**src/rtl/imem_loader_pkg.sv**
```systemverilog
// Shared types for the instruction-memory loader: FSM state encoding and byte width.
// Latency: n/a (types and constants only).
// Backpressure: n/a.
package imem_loader_pkg;

   localparam int BYTE_W = 8;

   typedef enum logic [2:0] {
      ST_IDLE   = 3'd0,
      ST_LOAD   = 3'd1,
      ST_CHECK  = 3'd2,
      ST_FINISH = 3'd3,
      ST_DONE   = 3'd4
   } state_t;

endpackage

```
**src/rtl/word_packer.sv**
```systemverilog
// Packs little-endian bytes into N-bit words; byte j of a word lands in bits [8j+7:8j].
// Latency: combinational word/word_done on the byte that completes a word (caller registers).
// Backpressure: none; caller only asserts byte_vld for accepted bytes.
//
// Ports: clk/reset_n clock and async active-low reset; clr clears lanes (entry to IDLE);
//        byte_vld/byte_dat accepted byte; word_dat assembled word including this byte;
//        word_done high when the current byte is the last lane of a word.
module word_packer
   import imem_loader_pkg::*;
#(
   parameter int N = 32
)
(
   input  logic              clk,
   input  logic              reset_n,
   input  logic              clr,
   input  logic              byte_vld,
   input  logic [BYTE_W-1:0] byte_dat,
   output logic [N-1:0]      word_dat,
   output logic              word_done
);

   localparam int LANES  = N / BYTE_W;
   localparam int LANE_W = (LANES > 1) ? $clog2(LANES) : 1;
   localparam logic [LANE_W-1:0] LAST_LANE = LANE_W'(LANES - 1);

   logic [LANE_W-1:0] lane_q, lane_d;
   logic [N-1:0]      word_q, word_d;
   logic [N-1:0]      word_shift;

   // New bytes enter at the top and shift down, so after LANES bytes the
   // first byte sits in the least significant lane.
   generate
      if (LANES > 1) begin : g_multi
         assign word_shift = {byte_dat, word_q[N-1:BYTE_W]};
      end else begin : g_single
         assign word_shift = byte_dat;
      end
   endgenerate

   always_comb begin
      word_d = word_q;
      lane_d = lane_q;
      if (clr) begin
         word_d = '0;
         lane_d = '0;
      end else if (byte_vld) begin
         word_d = word_shift;
         lane_d = (lane_q == LAST_LANE) ? '0 : lane_q + 1'b1;
      end
   end

   always_ff @(posedge clk or negedge reset_n) begin
      if (!reset_n) begin
         word_q <= '0;
         lane_q <= '0;
      end else begin
         word_q <= word_d;
         lane_q <= lane_d;
      end
   end

   assign word_dat  = word_shift;
   assign word_done = byte_vld && !clr && (lane_q == LAST_LANE);

endmodule

```
**src/rtl/imem_loader.sv**
```systemverilog
// Loads instruction RAM from a length-prefixed byte stream and holds the core in reset until done.
// Latency: word write strobe one cycle after the completing byte; done two cycles after the last byte.
// Backpressure: rx_ready decoded from state only (high in IDLE/LOAD/CHECK), never from rx_valid.
//
// Ports: clk, reset_n (async active-low); rx_data/rx_valid/rx_ready byte channel;
//        reload restarts a load from DONE; we/waddr/wdata instruction RAM write port;
//        loading/done/err status; cpu_reset_n core reset release.
// Optional: define IMEM_LOADER_CHECKSUM_EN to add a trailing checksum byte and CHECK state.
module imem_loader
   import imem_loader_pkg::*;
#(
   parameter int N      = 32,
   parameter int ADDR_W = 6
)
(
   input  logic              clk,
   input  logic              reset_n,
   input  logic [7:0]        rx_data,
   input  logic              rx_valid,
   output logic              rx_ready,
   input  logic              reload,
   output logic              we,
   output logic [ADDR_W-1:0] waddr,
   output logic [N-1:0]      wdata,
   output logic              loading,
   output logic              done,
   output logic              err,
   output logic              cpu_reset_n
);

   localparam int DEPTH = 2**ADDR_W;
   // One extra bit so a count of DEPTH is representable.
   localparam int CNT_W = ADDR_W + 1;

   state_t            state_q, state_d;
   logic [CNT_W-1:0]  cnt_q, cnt_d;
   logic [CNT_W-1:0]  widx_q, widx_d;
   logic [CNT_W-1:0]  widx_nxt;
   logic              we_q, we_d;
   logic [ADDR_W-1:0] waddr_q, waddr_d;
   logic [N-1:0]      wdata_q, wdata_d;
   logic              done_q, done_d;
   logic              err_q, err_d;
   logic              cpu_rst_n_q, cpu_rst_n_d;
`ifdef IMEM_LOADER_CHECKSUM_EN
   logic [7:0]        sum_q, sum_d;
   logic [7:0]        chk_total;
`endif

   logic              accept;
   logic              count_bad;
   logic              pk_clr;
   logic              pk_vld;
   logic [N-1:0]      pk_word;
   logic              pk_done;

   assign rx_ready  = (state_q == ST_IDLE) || (state_q == ST_LOAD) || (state_q == ST_CHECK);
   assign loading   = (state_q != ST_DONE);
   assign accept    = rx_valid && rx_ready;
   assign count_bad = (rx_data == 8'h00) || ({1'b0, rx_data} > 9'(DEPTH));
   assign widx_nxt  = widx_q + CNT_W'(1);
   assign pk_vld    = accept && (state_q == ST_LOAD);
   // Packer lanes clear on the reload transition back into IDLE.
   assign pk_clr    = (state_q == ST_DONE) && reload;
`ifdef IMEM_LOADER_CHECKSUM_EN
   assign chk_total = sum_q + rx_data;
`endif

   word_packer #(.N(N)) u_word_packer (
      .clk       (clk),
      .reset_n   (reset_n),
      .clr       (pk_clr),
      .byte_vld  (pk_vld),
      .byte_dat  (rx_data),
      .word_dat  (pk_word),
      .word_done (pk_done)
   );

   always_comb begin
      state_d = state_q;
      cnt_d   = cnt_q;
      widx_d  = widx_q;
      we_d    = 1'b0;
      waddr_d = waddr_q;
      wdata_d = wdata_q;
      err_d   = err_q;
`ifdef IMEM_LOADER_CHECKSUM_EN
      sum_d   = sum_q;
`endif
      case (state_q)
         ST_IDLE: begin
            if (accept) begin
               if (count_bad) begin
                  err_d   = 1'b1;
                  state_d = ST_FINISH;
               end else begin
                  cnt_d   = CNT_W'(rx_data);
                  state_d = ST_LOAD;
               end
            end
         end
         ST_LOAD: begin
            if (accept) begin
`ifdef IMEM_LOADER_CHECKSUM_EN
               sum_d = sum_q + rx_data;
`endif
               if (pk_done) begin
                  we_d    = 1'b1;
                  waddr_d = widx_q[ADDR_W-1:0];
                  wdata_d = pk_word;
                  widx_d  = widx_nxt;
                  if (widx_nxt == cnt_q) begin
`ifdef IMEM_LOADER_CHECKSUM_EN
                     state_d = ST_CHECK;
`else
                     state_d = ST_FINISH;
`endif
                  end
               end
            end
         end
`ifdef IMEM_LOADER_CHECKSUM_EN
         ST_CHECK: begin
            if (accept) begin
               if (chk_total != 8'h00) begin
                  err_d = 1'b1;
               end
               state_d = ST_FINISH;
            end
         end
`endif
         ST_FINISH: begin
            state_d = ST_DONE;
         end
         ST_DONE: begin
            if (reload) begin
               state_d = ST_IDLE;
               err_d   = 1'b0;
               cnt_d   = '0;
               widx_d  = '0;
`ifdef IMEM_LOADER_CHECKSUM_EN
               sum_d   = '0;
`endif
            end
         end
         default: begin
            state_d = ST_IDLE;
         end
      endcase
      // Registered from next state so done/cpu_reset_n track DONE exactly.
      done_d      = (state_d == ST_DONE);
      cpu_rst_n_d = (state_d == ST_DONE) && !err_d;
   end

   always_ff @(posedge clk or negedge reset_n) begin
      if (!reset_n) begin
         state_q     <= ST_IDLE;
         cnt_q       <= '0;
         widx_q      <= '0;
         we_q        <= 1'b0;
         waddr_q     <= '0;
         wdata_q     <= '0;
         done_q      <= 1'b0;
         err_q       <= 1'b0;
         cpu_rst_n_q <= 1'b0;
`ifdef IMEM_LOADER_CHECKSUM_EN
         sum_q       <= '0;
`endif
      end else begin
         state_q     <= state_d;
         cnt_q       <= cnt_d;
         widx_q      <= widx_d;
         we_q        <= we_d;
         waddr_q     <= waddr_d;
         wdata_q     <= wdata_d;
         done_q      <= done_d;
         err_q       <= err_d;
         cpu_rst_n_q <= cpu_rst_n_d;
`ifdef IMEM_LOADER_CHECKSUM_EN
         sum_q       <= sum_d;
`endif
      end
   end

   assign we          = we_q;
   assign waddr       = waddr_q;
   assign wdata       = wdata_q;
   assign done        = done_q;
   assign err         = err_q;
   assign cpu_reset_n = cpu_rst_n_q;

endmodule

```
**config.mk**
```make
export PLATFORM = sky130hd
export DESIGN_NAME = imem_loader
export DESIGN_NICKNAME = d
export VERILOG_FILES = /design/src/rtl/imem_loader_pkg.sv /design/src/rtl/word_packer.sv /design/src/rtl/imem_loader.sv
export SDC_FILE = /design/constraint.sdc
export NUM_CORES = 1
export LEC_CHECK = 0
export BUFFER_PORTS_ARGS = -buffer_cell sky130_fd_sc_hd__buf_2
export CELL_PAD_IN_SITES_DETAIL_PLACEMENT = 0
export CELL_PAD_IN_SITES_GLOBAL_PLACEMENT = 1
export CORE_MARGIN = 2
export CORE_UTILIZATION = 44
export DETAILED_ROUTE_END_ITERATION = 8
export MAX_ROUTING_LAYER = met4
export PLACE_DENSITY = 0.8
export SLEW_MARGIN = 20
export SYNTH_ARGS = -nofsm -noshare
export SYNTH_HDL_FRONTEND = slang
export SYNTH_SLANG_ARGS = --single-unit
export TNS_END_PERCENT = 100
```
**constraint.sdc**
```tcl
create_clock -name clk -period 2.6 [get_ports clk]
set_input_delay 0.13 -clock clk [delete_from_list [all_inputs] [get_ports clk]]
set_output_delay 0.13 -clock clk [all_outputs]
set_load 0.005 [all_outputs]
```
# ---- Yosys cells after proc, flatten, opt, wreduce, memory -nomap -nowiden
# Index checks and enable logic that the tools add are counted.
dict set report op_classes {
  addsub 2
  bitwise_logic 0
  reduce_logical 19
  n_mux 26
  shifts 0
  n_lt_le_gt_ge 1
  multipliers 0
  n_eq_ne 13
  div 0
}
# op n
set ops {}
lappend ops {{$mux W32} 2}
lappend ops {{$mux W7} 5}
lappend ops {{$pmux W7 S2} 2}
lappend ops {{$mux W3} 5}
lappend ops {{$pmux W3 S4} 1}
lappend ops {{$ne A2 B2 Y1 const B} 5}
lappend ops {{$gt A8 B7 Y1 const B} 1}
lappend ops {{$logic_not A8 Y1} 1}
lappend ops {{$mux W2} 4}
lappend ops {{$reduce_and A4 Y1} 2}
lappend ops {{$add A7 B1 Y7 const B} 1}
lappend ops {{$eq A7 B7 Y1} 1}
lappend ops {{$eq A3 B2 Y1 const B} 2}
lappend ops {{$eq A3 B3 Y1 const B} 2}
lappend ops {{$logic_and A1 B1 Y1} 6}
lappend ops {{$mux W1} 6}
lappend ops {{$reduce_bool A2 Y1} 3}
lappend ops {{$eq A3 B1 Y1 const B} 1}
lappend ops {{$logic_not A3 Y1} 1}
lappend ops {{$logic_or A1 B1 Y1} 3}
lappend ops {{$ne A3 B3 Y1 const B} 1}
lappend ops {{$reduce_and A3 Y1} 1}
lappend ops {{$add A2 B1 Y2 const B} 1}
lappend ops {{$eq A2 B2 Y1 const B} 1}
lappend ops {{other kinds (2)} 3}
dict set report totals {
  in_bits 12
  ramBits 0
  out_inout_bits 44
  mem_count 0
  romBits 0
  regBits 93
  word_cells 72
  latch_bits 0
}

# ---- Logic depth before layout (Yosys ltp)
# Gate-level depths: netlist (run 1).
dict set report depth {
  ltp_word 12
  ltp_mapped 7
  ltp_nobuf 5
}

# ---- By module
# From an unflattened synthesis (run 1), not the netlist that was laid out.
dict set report unflattened {
  hier_cells 288
  area_unflattened_um2 3677.3
}
# mod area_each_um2 cells_each instances seq_area_each_um2
set modules_own_cells {}
lappend modules_own_cells {imem_loader 2521.2 193 1 1476.4}
lappend modules_own_cells {word_packer 1156.1 95 1 650.6}

# ---- Least setup slack after synthesis (run 1)
# OpenSTA, ideal clock, no wires.
dict set report synth_path {
  path_kind {reg-to-reg}
  start {reg state_q[2]}
  end {reg widx_q[6]}
  path_slack_ns 0.757
  setup_time_ns 0.118
  synth_period_minus_slack_ns 1.843
  required_time_ns 2.482
  arrival_time_ns 1.725
  n_path_buf 2
  path_stages_with_launch 8
  cell_sequence {dfrtp_1 buf_2 and4bb_2 buf_2 nand2_1 inv_1 mux2_2 a21o_1}
}
dict set report synth_between {
  elab_chain_len 9
  elab_cells_between_ends 18
  classes_between {6 x eq/ne; 1 x mux; 11 x reduce/logical}
}
# item line_no
set synth_rtl {}
lappend synth_rtl {{from (decl)} imem_loader.sv:35} ;# state_t state_q, state_d;
lappend synth_rtl {{from (signal assigned)} imem_loader.sv:170} ;# state_q <= state_d;
lappend synth_rtl {{$eq A3 B1 Y1 or $logic_not A3 Y1 (tied branches)} {imem_loader.sv:57, imem_loader.sv:62, imem_loader.sv:90}}
lappend synth_rtl {{$logic_or A1 B1 Y1 (2 in series)} imem_loader.sv:57} ;# assign rx_ready = (state_q == ST_IDLE) || (state_q == ST_LOAD) || (state_q == ST_CHECK);
lappend synth_rtl {{$logic_and A1 B1 Y1} imem_loader.sv:59} ;# assign accept = rx_valid && rx_ready;
lappend synth_rtl {{$logic_and A1 B1 Y1} imem_loader.sv:62} ;# assign pk_vld = accept && (state_q == ST_LOAD);
lappend synth_rtl {{$logic_and A1 B1 Y1 (2 in series)} word_packer.sv:64} ;# assign word_done = byte_vld && !clr && (lane_q == LAST_LANE);
lappend synth_rtl {{$ne A2 B2 Y1 (no line)} n/a}
lappend synth_rtl {{$reduce_and A4 Y1 (no line)} n/a}
lappend synth_rtl {{to (signal assigned)} imem_loader.sv:172} ;# widx_q <= widx_d;
lappend synth_rtl {{to (decl)} imem_loader.sv:37} ;# logic [CNT_W-1:0] widx_q, widx_d;
# Several ways; a longest one is shown, not always the timed one.
# A chain may end at the register's enable or synchronous reset.

# ---- Worst setup path in the final report (run 1)
dict set report layout_path {
  start {reg widx_q[0]}
  end {reg widx_q[6]}
}
dict set report layout_between {
  elab_chain_len 4
}
# item line_no
set layout_rtl {}
lappend layout_rtl {{$add A7 B1 Y7} imem_loader.sv:61} ;# assign widx_nxt = widx_q + CNT_W'(1);
lappend layout_rtl {{$mux W7} imem_loader.sv:107} ;# if (pk_done) begin
lappend layout_rtl {{$mux W7} imem_loader.sv:103} ;# if (accept) begin
lappend layout_rtl {{$pmux W7 S2} imem_loader.sv:90} ;# case (state_q)
# No other way between the ends. The select of a mux whose other input is x is not followed.

==> results of run 1 <==
stage by stage:
step           total power, mW  setup slack (ns)  std cells
3_5_place_dp              3.39             0.724        456
4_1_cts                   4.43             0.875        472
3_3_place_gp              3.34             0.753        456
5_1_grt                   4.71             0.741        473
6_report                  4.38             0.882        473
2_1_floorplan             2.91             0.757        314
repair_timing:
item | in CTS | in global routing
buffers inserted | 0 | 0
hold endpoints to repair | 0 | 85
hold buffers | 0 | 1
kinds of logic after synthesis:
logic type / Yosys count / share of synthesized area (%)
AND/OR/NAND/NOR: 106 / 13.1
multiplexers: 46 / 14.2
AO/OA/AOI/OAI: 41 / 6.51
buffers and inverters: 22 / 2.73
adder cells (fa/ha/maj): 2 / 0.699
flip-flops: 85 / 59.5
XOR/XNOR: 12 / 3.32
registers in the layout (all words and copies together) (netlist names):
register	count
wdata	32
cpu_reset_n	1
u_word_packer.word_q	24
we	1
cnt_q	7
state_q	3
widx_q	7
waddr	6
u_word_packer.lane_q	2
done	1
err	1
where the power goes:
part	switching [mW]	total, mW	internal, mW
sequential	0.326	2.13	1.80
clock	0.448	1.04	0.595
combinational	0.568	1.21	0.638
area by class of cell:
class                   count  area share, %
multi-input cells         207           32.5
inverters                   3          0.270
clock buffers              13           3.81
clock inverters             3           1.62
flip-flops and latches     85           51.0
well taps                 102           3.06
repair buffers             60           7.71
final timing paths:
kind / end / cells past startpoint / startpoint / slack [ns]
setup reg to reg: widx_q[6]$_DFFE_PN0P_ / 5 / widx_q[0]$_DFFE_PN0P_ / 0.88
max in group asynchronous: widx_q[3]$_DFFE_PN0P_ / 2 / reset_n / 1.69
min in group asynchronous: wdata[5]$_DFFE_PN0P_ / 2 / reset_n / 0.40
hold / removal: u_word_packer.word_q[31]$_DFFE_PN0P_ / 3 / rx_data[7] / 0.02
setup / recovery: widx_q[6]$_DFFE_PN0P_ / 5 / widx_q[0]$_DFFE_PN0P_ / 0.88
hold reg to reg: wdata[31]$_DFFE_PN0P_ / 2 / wdata[31]$_DFFE_PN0P_ / 0.49
layout by cell type, fill, tap and decap left out, types with 3 or more instances in the layout:
master	count
xor2_1	6
buf_2	54
clkbuf_8	11
o21ai_0	28
nand2_1	72
nand3_1	7
o22ai_1	3
nand2b_1	3
a21oi_1	3
dfrtp_1	85
inv_1	3
nor2_1	8
and3_1	4
mux2_2	38
buf_4	4
mux2i_1	8
xnor2_1	5
critical path, stage by stage, from the launching register on:
cell     delay, ns
dfrtp_1       0.47
ha_1          0.29
and3_1        0.21
nand3_1       0.16
mux2_2        0.31
a21o_1        0.17
routing by layer:
layer / vias to the layer above / wire length [um] / global-route usage [%]
met5: - / 0 / -
met4: 0 / 105 / 6.88
met3: 10 / 289 / 2.49
met2: 64 / 3130 / 26.7
met1: 1185 / 3240 / 23.2
li1: 1166 / - / -
==> flow_summary_export.csv, run 1 <==
group,metric,value,unit
status,status,"complete, no violations",
placement,dpl.hpwl,4.53,mm
clocking,postCtsResizedCells,0,
route,detail_route.wl_per_cell,14.3,um
yosys,synth-main-ff-cell,"dfrtp_1",
clocking,clk_pin_slew_worst_paths,0.08,ns
finish,seqCellArea,0.00213,mm^2
yosys,synthCells,314,
timing,timing.final.crit_share,66.1,%
route,drc,0,
floorplanning,start_util,45.8,%
route,drt-total-wl,6.77,mm
power_and_ir_drop,vdd.ir_drop.worst,0.000522,V
placement,routabilityCongestion,0.822,
timing,drv_slew,0,
yosys,synth_top_cell_area_share,59.5,%
clocking,cts_sinks,85,
finish,nNetsFinal,380,
clocking,clockBufferDepth,2,
floorplanning,dieHeight,94.2,um
critical_path,cp.required,2.84,ns
route,drtPass1Iterations,6,
clocking,cts_max_level,3,
grt,grt_pass1_wl,11.5,mm
timing,rsz0062_at_grt,"false",
route,drtIter0Drc,146,
floorplanning,core_area,0.00781,mm^2
yosys,synthTopCellsByArea,"dfrtp_1 (59%), mux2_2 (12%), nand2_1 (7.7%)",
yosys,ys_seq_area_share,59.5,%
yosys,synth-edff-count,0,
critical_path,critPathCaptureType,"register",
min_path,hold_path_class,"in -> reg",
yosys,ys_top_cells_by_count,"dfrtp_1 (85), nand2_1 (73), mux2_2 (38), o21ai_0 (28), clkbuf_1 (9)",
grt,first_global_vias,2389,
finish,utilization,53.4,%
yosys,ys_seq_elements,85,
placement,place_area,0.00393,mm^2
timing,hold_violations,0,
floorplanning,io_pins,56,
yosys,yosys.area.top_type,"dfrtp_1",
route,antenna_left,0,
finish,area_growth,16.5,%
yosys,yosysMostFrequentCell,"dfrtp_1",
grt,antenna_found_initial,0,
power_and_ir_drop,power.leakage,2.10,nW
grt,grtUsageTotal,17.3,%
timing,fmax,582,MHz
timing,setup_violations,0,
clocking,cts_root_buffer,"clkbuf_8",
timing,max_slew_margin,50.0,%
clocking,clock_latency,0.34,ns
yosys,synth.avg_cell_area,11.4,um^2
yosys,synth_nets,328,
clocking,cts_tree,"done",
finish,fillers,704,
critical_path,critPathLaunchType,"register",
critical_path,path_class,"reg -> reg",
grt,gr-total-overflow,0,
finish,multiInputGateArea,0.00136,mm^2
critical_path,path_max_fanout,7,
power_and_ir_drop,power-per-cell-area,1050,mW/mm^2
finish,drive_gt1_share,30.7,%
timing,tightestPinTransition,0.750,ns
timing,min_period,1.72,ns
job,drv_cap,0,
timing,setup-tns-final,0,ns
floorplanning,die_w,94.2,um
finish,n_antenna_cell,0,
finish,design_area,0.00417,mm^2
critical_path,critPathArrivalTime,1.96,ns
floorplanning,rows,32,
placement,port_buffers,55,
yosys,ys_async_sr_fraction,100,%
yosys,synthDistinctLibCells,36,
route,vias,2425,
route,vias_per_cell,5.13,
floorplanning,die_area,0.00887,mm^2
yosys,synth_area,0.00358,mm^2
timing,finalClockSkew,0.00855,ns
yosys,ys_warn_count,0,
timing,whs,0.0235,ns
clocking,cts_buffers,9,
grt,grt_start_max_net_pins,86,
Power figures use the tool's default switching activity.
==> run 2, diff against run 1 <==
- CORE_UTILIZATION: 44 -> 40
- PLACE_DENSITY: 0.8 -> 0.77
- clock period: 2.6 -> 1.5 ns (I/O delays scaled with it)
==> run 2 against run 1 <==
The flow now finishes with violations (setup timing). Die area increased by 9.6%. Sequential cell count unchanged. Clock skew increased by 0.0022 ns. Via count grew 5.2%. Sequential share of layout area is 4.0 points lower. Cell area is 8.7% higher. First-iteration DRC count fell by 8.2%. Sequential power up 72%. Non-clock buffer count rose by 31. Worst setup slack lost 0.90 ns. Combinational power is 110% higher. Fmax up 13%.
==> flow_summary_export.csv, run 2 (same netlist as run 1, synthesis figures left out) <==
group,metric,value,unit
status,status,"complete, but fails checks",
status,violations,"setup timing",
timing,drv_slew,0,
grt,grt_pass1_wl,12.9,mm
power_and_ir_drop,p_total,7.88,mW
clocking,clockBufferDepth,2,
power_and_ir_drop,power.leakage,2.27,nW
finish,final_common_cell,"dfrtp_1",
timing,rsz0062_at_grt,"true",
critical_path,critPathCaptureType,"register",
grt,first_global_vias,2606,
clocking,cts_max_level,3,
timing,whs,0.0215,ns
power_and_ir_drop,p_int,5.37,mW
power_and_ir_drop,switching_share,31.9,%
route,vias,2550,
clocking,clock_latency,0.36,ns
critical_path,path_class,"reg -> reg",
min_path,hold_path_class,"in -> reg",
critical_path,critPathLaunchType,"register",
placement,place_area,0.00418,mm^2
route,detail_route.wl_per_cell,15.0,um
job,drv_cap,0,
critical_path,slowest_delay,0.40,ns
power_and_ir_drop,vdd.ir_drop.worst,0.000671,V
finish,multiInputGateArea,0.00142,mm^2
placement,port_buffers,55,
route,drc,0,
finish,n_antenna_cell,0,
power_and_ir_drop,power-per-cell-area,1740,mW/mm^2
clocking,cts_root_buffer,"clkbuf_8",
timing,setup-tns-final,-0.0144,ns
power_and_ir_drop,clockPowerShare,20.8,%
critical_path,cp_cell_sequence,"and4bb_4 > nand2_4 > inv_6 > mux2_4 > a21o_1",
finish,drive_gt1_share,38.1,%
placement,dpl.hpwl,5.20,mm
placement,routabilityCongestion,0.823,
timing,hold_violations,0,
finish,mostFrequentLayoutCells,"dfrtp_1 (84), nand2_1 (72), buf_2 (54)",
floorplanning,die_area,0.00972,mm^2
floorplanning,start_util,41.2,%
clocking,cts_buffers,9,
route,drtIter0Drc,134,
critical_path,critPathArrivalTime,1.76,ns
route,drt-total-wl,7.67,mm
floorplanning,die_w,98.6,um
grt,antenna_found_initial,0,
finish,nNetsFinal,411,
floorplanning,dieHeight,98.6,um
grt,grt_start_max_net_pins,38,
power_and_ir_drop,p_sw,2.51,mW
timing,finalClockSkew,0.0108,ns
clocking,clk_pin_slew_worst_paths,0.08,ns
power_and_ir_drop,seq_power_share,46.5,%
finish,seqCellArea,0.00213,mm^2
finish,largest_reg_flops,32,
finish,area_growth,26.7,%
route,antenna_left,0,
timing,setup_violations,1,
timing,fmax,660,MHz
clocking,cts_sinks,85,
critical_path,cpMaxStageDelayCell,"dfrtp_1",
grt,gr-total-overflow,0,
grt,grtUsageTotal,17.1,%
timing,tightestPinTransition,0.446,ns
timing,max_slew_margin,70.2,%
route,vias_per_cell,5.00,
timing,timing.final.crit_share,101,%
floorplanning,rows,34,
finish,fillers,800,
floorplanning,core_area,0.00868,mm^2
critical_path,cp.required,1.75,ns
critical_path,path_max_fanout,5,
clocking,cts_tree,"done",
route,drtPass1Iterations,5,
finish,utilization,52.2,%
timing,finalWorstSetupSlack,-0.0144,ns
floorplanning,io_pins,56,
finish,design_area,0.00453,mm^2
timing,min_period,1.51,ns
power_and_ir_drop,comb_power_share,32.7,%
-- run 2: changes by cell type in the layout (fill, tap and decap cells not counted), moves of 2 or more --
cell and delta:
nand3_2 +2, buf_4 +21, dlygate4sd3_1 +4, ha_1 -2, inv_6 +2, buf_12 +4
nand3_1 -2
-- run 2: area by class of cell --
| cell class | count | share of cell area (%) |
|---|---|---|
| Sequential cell | 85 | 47.0 |
| Multi-Input combinational cell | 207 | 31.2 |
| Timing Repair Buffer | 91 | 14.0 |
| Clock buffer | 11 | 3.12 |
| Tap cell | 108 | 2.98 |
| Clock inverter | 5 | 1.30 |
| Inverter | 3 | 0.359 |
-- run 2: stage by stage --
step / instances / setup WS [ns]
after floorplan: 314 / -0.113
after global placement: 486 / -0.267
after detailed placement: 486 / -0.289
after CTS: 507 / -0.0493
after global routing: 510 / -0.0826
final: 510 / -0.0144
-- run 2: timing repair --
| action | 4_1_cts | 5_1_grt |
|---|---|---|
| pin swaps | 2 | 6 |
| gates cloned | 0 | 1 |
| resized for setup | 3 | 13 |
| endpoints found under the setup margin | 9 | 48 |
| hold buffers | 5 | 0 |
| buffers inserted | 0 | 2 |
| endpoints found under the hold margin | 37 | 0 |
-- run 2: power groups by stage --
stage / Sequential, mW / Clock, mW / Combinational [mW]
final: 3.66 / 1.64 / 2.58
after global routing: 3.80 / 1.79 / 2.89
after CTS: 3.65 / 1.68 / 2.47
after detailed placement: 3.70 / 0 / 2.44
after global placement: 3.67 / 0 / 2.36
after floorplan: 3.62 / 0 / 1.46
-- run 2: metal layers --
layer / track usage, % / wire (um) / vias to the layer above
met4: 7.17 / 166 / 0
met1: 23.0 / 3580 / 1251
met5: - / 0 / -
li1: - / - / 1232
met3: 2.77 / 285 / 13
met2: 26.0 / 3650 / 54
-- run 2: critical path, delay by kind of cell (launching register included) --
family,cells,cell delay [ns]
compound gates,1,0.15
buf+inv,1,0.09
flops,1,0.40
mux,1,0.29
simple gates,2,0.47
-- run 2: path summary, 6_finish.rpt --
| check | startpoint | endpoint | slack (ns) | depth (start not counted) |
|---|---|---|---|---|
| max reg2reg | state_q[1]$_DFF_PN0_ | widx_q[6]$_DFFE_PN0P_ | -0.01 | 5 |
| max | state_q[1]$_DFF_PN0_ | widx_q[6]$_DFFE_PN0P_ | -0.01 | 5 |
| max in group asynchronous | reset_n | wdata[9]$_DFFE_PN0P_ | 0.70 | 3 |
| min in group asynchronous | reset_n | u_word_packer.word_q[29]$_DFFE_PN0P_ | 0.20 | 2 |
| min | rx_data[5] | cnt_q[5]$_DFFE_PN0P_ | 0.02 | 3 |
| min reg2reg | wdata[31]$_DFFE_PN0P_ | wdata[31]$_DFFE_PN0P_ | 0.48 | 2 |
